--- src/rtl/mdu_pkg.sv ---
// Shared encodings for the iterative multiply/divide unit.
package mdu_pkg;

  typedef enum logic [1:0] {
    MDU_MULT  = 2'b00,
    MDU_MULTU = 2'b01,
    MDU_DIV   = 2'b10,
    MDU_DIVU  = 2'b11
  } mdu_op_e;

  typedef enum logic [1:0] {
    ST_IDLE = 2'b00,
    ST_CALC = 2'b01,
    ST_FIX  = 2'b10
  } mdu_state_e;

  localparam int unsigned MDU_ITERS = 32;

  function automatic logic op_is_div(mdu_op_e op);
    return (op == MDU_DIV) || (op == MDU_DIVU);
  endfunction

  function automatic logic op_is_signed(mdu_op_e op);
    return (op == MDU_MULT) || (op == MDU_DIV);
  endfunction

endpackage

--- src/rtl/mdu_step.sv ---
// One iteration of shift-add multiply or restoring divide on the {hi, lo} accumulator.
module mdu_step #(
  parameter int unsigned WIDTH = 32
) (
  input  logic               is_div_i,
  input  logic [WIDTH-1:0]   operand_i,
  input  logic [2*WIDTH-1:0] acc_i,
  output logic [2*WIDTH-1:0] acc_o
);

  logic [WIDTH:0] mul_sum;
  logic [WIDTH:0] div_diff;

  always_comb begin
    // The extra top bit of mul_sum carries out of the partial-product add.
    mul_sum  = {1'b0, acc_i[2*WIDTH-1:WIDTH]} + (acc_i[0] ? {1'b0, operand_i} : '0);
    div_diff = acc_i[2*WIDTH-1:WIDTH-1] - {1'b0, operand_i};
    if (is_div_i) begin
      if (!div_diff[WIDTH]) begin
        acc_o = {div_diff[WIDTH-1:0], acc_i[WIDTH-2:0], 1'b1};
      end else begin
        acc_o = {acc_i[2*WIDTH-2:0], 1'b0};
      end
    end else begin
      acc_o = {mul_sum, acc_i[WIDTH-1:1]};
    end
  end

endmodule

--- src/rtl/mul_div_unit.sv ---
// Iterative MULT/MULTU/DIV/DIVU with architectural HI/LO; works on magnitudes, fixes signs at end.
module mul_div_unit
  import mdu_pkg::*;
#(
  parameter int unsigned WIDTH = 32
) (
  input  logic             clk_i,
  input  logic             rst_i,
  input  logic             start_i,
  input  logic [1:0]       op_i,
  input  logic [WIDTH-1:0] rs_data_i,
  input  logic [WIDTH-1:0] rt_data_i,
  input  logic             hi_we_i,
  input  logic             lo_we_i,
  output logic             busy_o,
  output logic             done_o,
  output logic [WIDTH-1:0] hi_o,
  output logic [WIDTH-1:0] lo_o
);

  localparam int unsigned CntW = $clog2(WIDTH);
  localparam logic [CntW-1:0] LastCnt = CntW'(WIDTH - 1);

  mdu_state_e         state_q, state_d;
  logic               div_q, div_d;
  logic [CntW-1:0]    count_q, count_d;
  logic [2*WIDTH-1:0] acc_q, acc_d;
  logic [WIDTH-1:0]   opnd_q, opnd_d;
  logic               neg_q, neg_d;
  logic               sign_a_q, sign_a_d;
  logic               div_zero_q, div_zero_d;
  logic [WIDTH-1:0]   hi_q, hi_d;
  logic [WIDTH-1:0]   lo_q, lo_d;
  logic               busy_q, busy_d;
  logic               done_q, done_d;

  mdu_op_e            op_in;
  logic               a_neg, b_neg;
  logic [WIDTH-1:0]   a_mag, b_mag;
  logic [2*WIDTH-1:0] acc_step, prod;
  logic [WIDTH-1:0]   quot, rem;

  mdu_step #(
    .WIDTH(WIDTH)
  ) u_step (
    .is_div_i (div_q),
    .operand_i(opnd_q),
    .acc_i    (acc_q),
    .acc_o    (acc_step)
  );

  always_comb begin
    state_d    = state_q;
    div_d      = div_q;
    count_d    = count_q;
    acc_d      = acc_q;
    opnd_d     = opnd_q;
    neg_d      = neg_q;
    sign_a_d   = sign_a_q;
    div_zero_d = div_zero_q;
    hi_d       = hi_q;
    lo_d       = lo_q;
    busy_d     = busy_q;
    done_d     = 1'b0;

    op_in = mdu_op_e'(op_i);
    a_neg = op_is_signed(op_in) & rs_data_i[WIDTH-1];
    b_neg = op_is_signed(op_in) & rt_data_i[WIDTH-1];
    a_mag = a_neg ? -rs_data_i : rs_data_i;
    b_mag = b_neg ? -rt_data_i : rt_data_i;

    prod = neg_q ? -acc_q : acc_q;
    quot = neg_q ? -acc_q[WIDTH-1:0] : acc_q[WIDTH-1:0];
    rem  = sign_a_q ? -acc_q[2*WIDTH-1:WIDTH] : acc_q[2*WIDTH-1:WIDTH];

    case (state_q)
      ST_IDLE: begin
        if (start_i) begin
          state_d    = ST_CALC;
          busy_d     = 1'b1;
          count_d    = '0;
          div_d      = op_is_div(op_in);
          neg_d      = a_neg ^ b_neg;
          sign_a_d   = a_neg;
          div_zero_d = (rt_data_i == '0);
          // Divide keeps the dividend in the low half; multiply keeps the multiplier there.
          if (op_is_div(op_in)) begin
            acc_d  = {{WIDTH{1'b0}}, a_mag};
            opnd_d = b_mag;
          end else begin
            acc_d  = {{WIDTH{1'b0}}, b_mag};
            opnd_d = a_mag;
          end
        end else begin
          if (hi_we_i) hi_d = rs_data_i;
          if (lo_we_i) lo_d = rs_data_i;
        end
      end
      ST_CALC: begin
        acc_d   = acc_step;
        count_d = count_q + 1'b1;
        if (count_q == LastCnt) state_d = ST_FIX;
      end
      ST_FIX: begin
        state_d = ST_IDLE;
        busy_d  = 1'b0;
        done_d  = 1'b1;
        if (!div_q) begin
          hi_d = prod[2*WIDTH-1:WIDTH];
          lo_d = prod[WIDTH-1:0];
        end else begin
          // With a zero divisor the remainder path returns the dividend unchanged.
          hi_d = rem;
          lo_d = div_zero_q ? '1 : quot;
        end
      end
      default: state_d = ST_IDLE;
    endcase
  end

  always_ff @(posedge clk_i) begin
    if (!rst_i) begin
      state_q    <= ST_IDLE;
      div_q      <= 1'b0;
      count_q    <= '0;
      acc_q      <= '0;
      opnd_q     <= '0;
      neg_q      <= 1'b0;
      sign_a_q   <= 1'b0;
      div_zero_q <= 1'b0;
      hi_q       <= '0;
      lo_q       <= '0;
      busy_q     <= 1'b0;
      done_q     <= 1'b0;
    end else begin
      state_q    <= state_d;
      div_q      <= div_d;
      count_q    <= count_d;
      acc_q      <= acc_d;
      opnd_q     <= opnd_d;
      neg_q      <= neg_d;
      sign_a_q   <= sign_a_d;
      div_zero_q <= div_zero_d;
      hi_q       <= hi_d;
      lo_q       <= lo_d;
      busy_q     <= busy_d;
      done_q     <= done_d;
    end
  end

  assign busy_o = busy_q;
  assign done_o = done_q;
  assign hi_o   = hi_q;
  assign lo_o   = lo_q;

endmodule

--- config.mk ---
export PLATFORM = sky130hd
export DESIGN_NAME = mul_div_unit
export DESIGN_NICKNAME = d
export VERILOG_FILES = /design/src/rtl/mdu_pkg.sv /design/src/rtl/mdu_step.sv /design/src/rtl/mul_div_unit.sv
export SDC_FILE = /design/constraint.sdc
export NUM_CORES = 1
export LEC_CHECK = 0
export CAP_MARGIN = 20
export CORE_MARGIN = 8
export CORE_UTILIZATION = 59
export DETAILED_ROUTE_END_ITERATION = 12
export GPL_ROUTABILITY_DRIVEN = 0
export PLACE_DENSITY = 0.85
export SLEW_MARGIN = 20
export SYNTH_ARGS = -nofsm -noshare
export SYNTH_HDL_FRONTEND = slang
export SYNTH_SLANG_ARGS = --single-unit
--- constraint.sdc ---
create_clock -name clk_i -period 4.7 [get_ports clk_i]
set_input_delay 1.175 -clock clk_i [delete_from_list [all_inputs] [get_ports clk_i]]
set_output_delay 1.175 -clock clk_i [all_outputs]
set_load 0.02 [all_outputs]
==> impl_metrics.yaml <==
clocking:
  cts_resized: 0
  cts_buffers: 17
  ctsHoldBuffers: 0
  clk_latency_ns: 0.45
  h-tree-depth: 4
  path_clk_slew_ns: 0.07
  clockBufferDepth: 2
  cts_tree: "yes"
  cts_sinks: 173
  clock_tree.root_cell: "clkbuf_16"
  cts_setup_buffers: 0
route:
  drtAntennaViolNets: 0
  wl_per_cell_um: 21.4
  drc: 0
  viasPerCell: 6.76
  drtIter0Drc: 2344
  vias: 15800
  finalWirelength_mm: 50.2
  first_pass_iters: 7
logic_synthesis:
  synth_area_leaders: "dfxtp_1, a21oi_1, ha_1"
  ys_warn_count: 0
  ys_types: 83
  synth-seq-cells: 173
  synth-xor-area-share_pct: 10.4
  async_reset_ff_share_pct: 0
  avgSynthCellArea_um2: 7.35
  synthesis.nets: 2106
  synth_top_family_by_area: "compound AO/OA/AOI/OAI gates"
  synth_ff_type: "dfxtp_1"
  synth_fa_ha_area_share_pct: 6.34
  synth-edff-count: 0
  synth-compound-area-share_pct: 28.0
  yosys.area_share.simple_pct: 21.6
  synthesis.area_um2: 14400
  synth.largest_area_cell: "dfxtp_1"
  synth_cells: 1963
  synth_top_area_share_pct: 24.0
  ys_seq_area_share_pct: 24.0
  muxShareOfSynthArea_pct: 4.01
layout:
  final_common_cell: "nor2_1"
  seq_area_um2: 3460
  n_fill_cell: 1976
  layout_common_cells: "nor2_1, a21oi_1, nand2_1"
  drive_above_1_share_pct: 5.15
  antenna_cells: 0
  fin_cells: 2342
  nets: 2148
  multiInputGateArea_um2: 10200
  area_growth_pct: 14.6
timing:
  holdWs_ns: 0.460
  post-route-period-util_pct: 89.7
  drv_slew: 0
  setup_viol: 0
  slew_headroom_pct: 34.7
  setup_tns_ns: 0
  hold_viol: 0
  tightest_slew_ns: 0.976
  finalCriticalPeriod_ns: 4.22
  rsz0062_at_grt: "false"
  fin_ws_ns: 0.485
  clock_skew_ns: 0.0152
  fmax_ghz: 0.237
place:
  place_inst: 2310
  io_buffers: 136
  hpwlAfterDp_mm: 36.3
  dp_slack_ns: 0.237
setup_path:
  path_buf_inv: 1
  critPathTopFamily: "simple AND/OR/NAND/NOR gates"
  crit_top_cell: "or4_1"
  worstPathArrival_ns: 4.55
  cp_max_fo: 4
  cp.required_ns: 5.03
  crit_path_top_delay_cell: "or4_1"
  crit_path_start_kind: "input port"
  slowest_delay_ns: 0.69
  path_cells: "clkdlybuf4s50_1 -> or4_1 -> nor4_1 -> and2_1 -> nand3_1 -> or4_1 -> o21ai_0 -> xor2_1 -> nand2_1 -> a32o_1"
  end_kind: "flip-flop"
  worstSetupPathType: "input port to flip-flop"
  r2r_slack_ns: 0.75
die:
  start_util_pct: 59.7
  core_area_um2: 24200
  num_rows: 57
  io-pin-count: 137
  die_w_um: 172
  die-area_um2: 29700
  dieHeight_um: 172
pwr:
  cellLeakagePower_nw: 6.56
  cellPowerDensity_nw_per_um2: 284
  vdd_drop_max_mv: 0.272
grt:
  grt.total_usage_pct: 32.8
  first_global_vias: 14800
  grt_max_degree: 102
  antenna_found_initial: 0
  grt_overflow_total: 0
  grt_pass1_wl_mm: 77.9
min_path:
  holdCritPathClass: "flip-flop to flip-flop"
job:
  maxCapViolCount: 0
run_status:
  status: "finished clean"
## cells by family (layout without fill, tap and decap cells)
group                      count (synthesis)  count (layout)
AOI/OAI and AO/OA                        620             620
xor gates and xnor gates                 172             172
adders and majority gates                 72              72
buffers and inverters                    209             264
DFF                                      173             173
muxes                                     57              57
and+or+nand+nor                          660             660
## synth_stat cells, types with 42 or more instances
library cell	n
o21ai_0	131
clkbuf_1	126
nand3_1	42
mux2i_1	50
nand2_1	184
a21oi_1	185
xor2_1	95
inv_1	64
nor2_1	216
xnor2_1	77
dfxtp_1	173
ha_1	70
## final cells by class
type	instances	share of cell area (%)
tap	324	2.45
multi-input combinational	1581	61.6
timing repair buffer	166	9.68
sequential	173	20.9
clock inverter	14	1.26
clock buffer	18	2.59
inverter	66	1.50
## worst paths after layout
kind,startpoint,endpoint,depth (start not counted)
max,rt_data_i[13],opnd_q[28],10
min,count_q[3],count_q[3],1
max reg2reg,acc_q[31],acc_q[35],13
min reg2reg,count_q[3],count_q[3],1
## state kept, by name, summed over array words and instances (netlist names)
signal      cells
div_zero_q      1
sign_a_q        1
lo_o           32
acc_q          64
hi_o           32
opnd_q         32
busy_o          1
done_o          1
div_q           1
neg_q           1
state_q         2
count_q         5
## worst register-to-register path, cell delays in order (launching register included)
cell       delay [ns]
dfxtp_1          0.43
inv_1            0.19
ha_1             0.29
fa_1             0.40
nand2b_1         0.22
a21oi_1          0.28
o2111ai_1        0.27
a21oi_1          0.36
a311oi_1         0.26
xnor2_2          0.23
buf_12           0.27
mux2_2           0.43
a21oi_1          0.16
nor3b_1          0.07
## report_power, final
group          switching, mW  total, mW  internal, mW
registers              0.121       1.67          1.55
logic                  0.865       1.45         0.586
clock network          0.674       1.58         0.905
total                   1.66       4.70          3.04
## stage by stage
stage | power [mW] | instance area [um^2] | utilization (%)
detailed placement | 3.09 | 15900 | 65.8
finish | 4.70 | 16500 | 68.4
CTS | 4.64 | 16500 | 68.4
floorplan | 2.66 | 14400 | -
global route | 4.87 | 16500 | 68.4
global placement | 3.05 | 15900 | 65.8
## per-layer routing
layer  wire (um)  up-vias  GRT usage (%)  share of wire, %
li1            -     7202              -                 -
met1       19600     7313           41.3                39
met2       21800     1066           50.6                43
met3        5660      248           7.44                11
met4        3170        0           19.8               6.3
met5           0        -              0                 0
No activity file was read; power rests on OpenSTA's default activity.
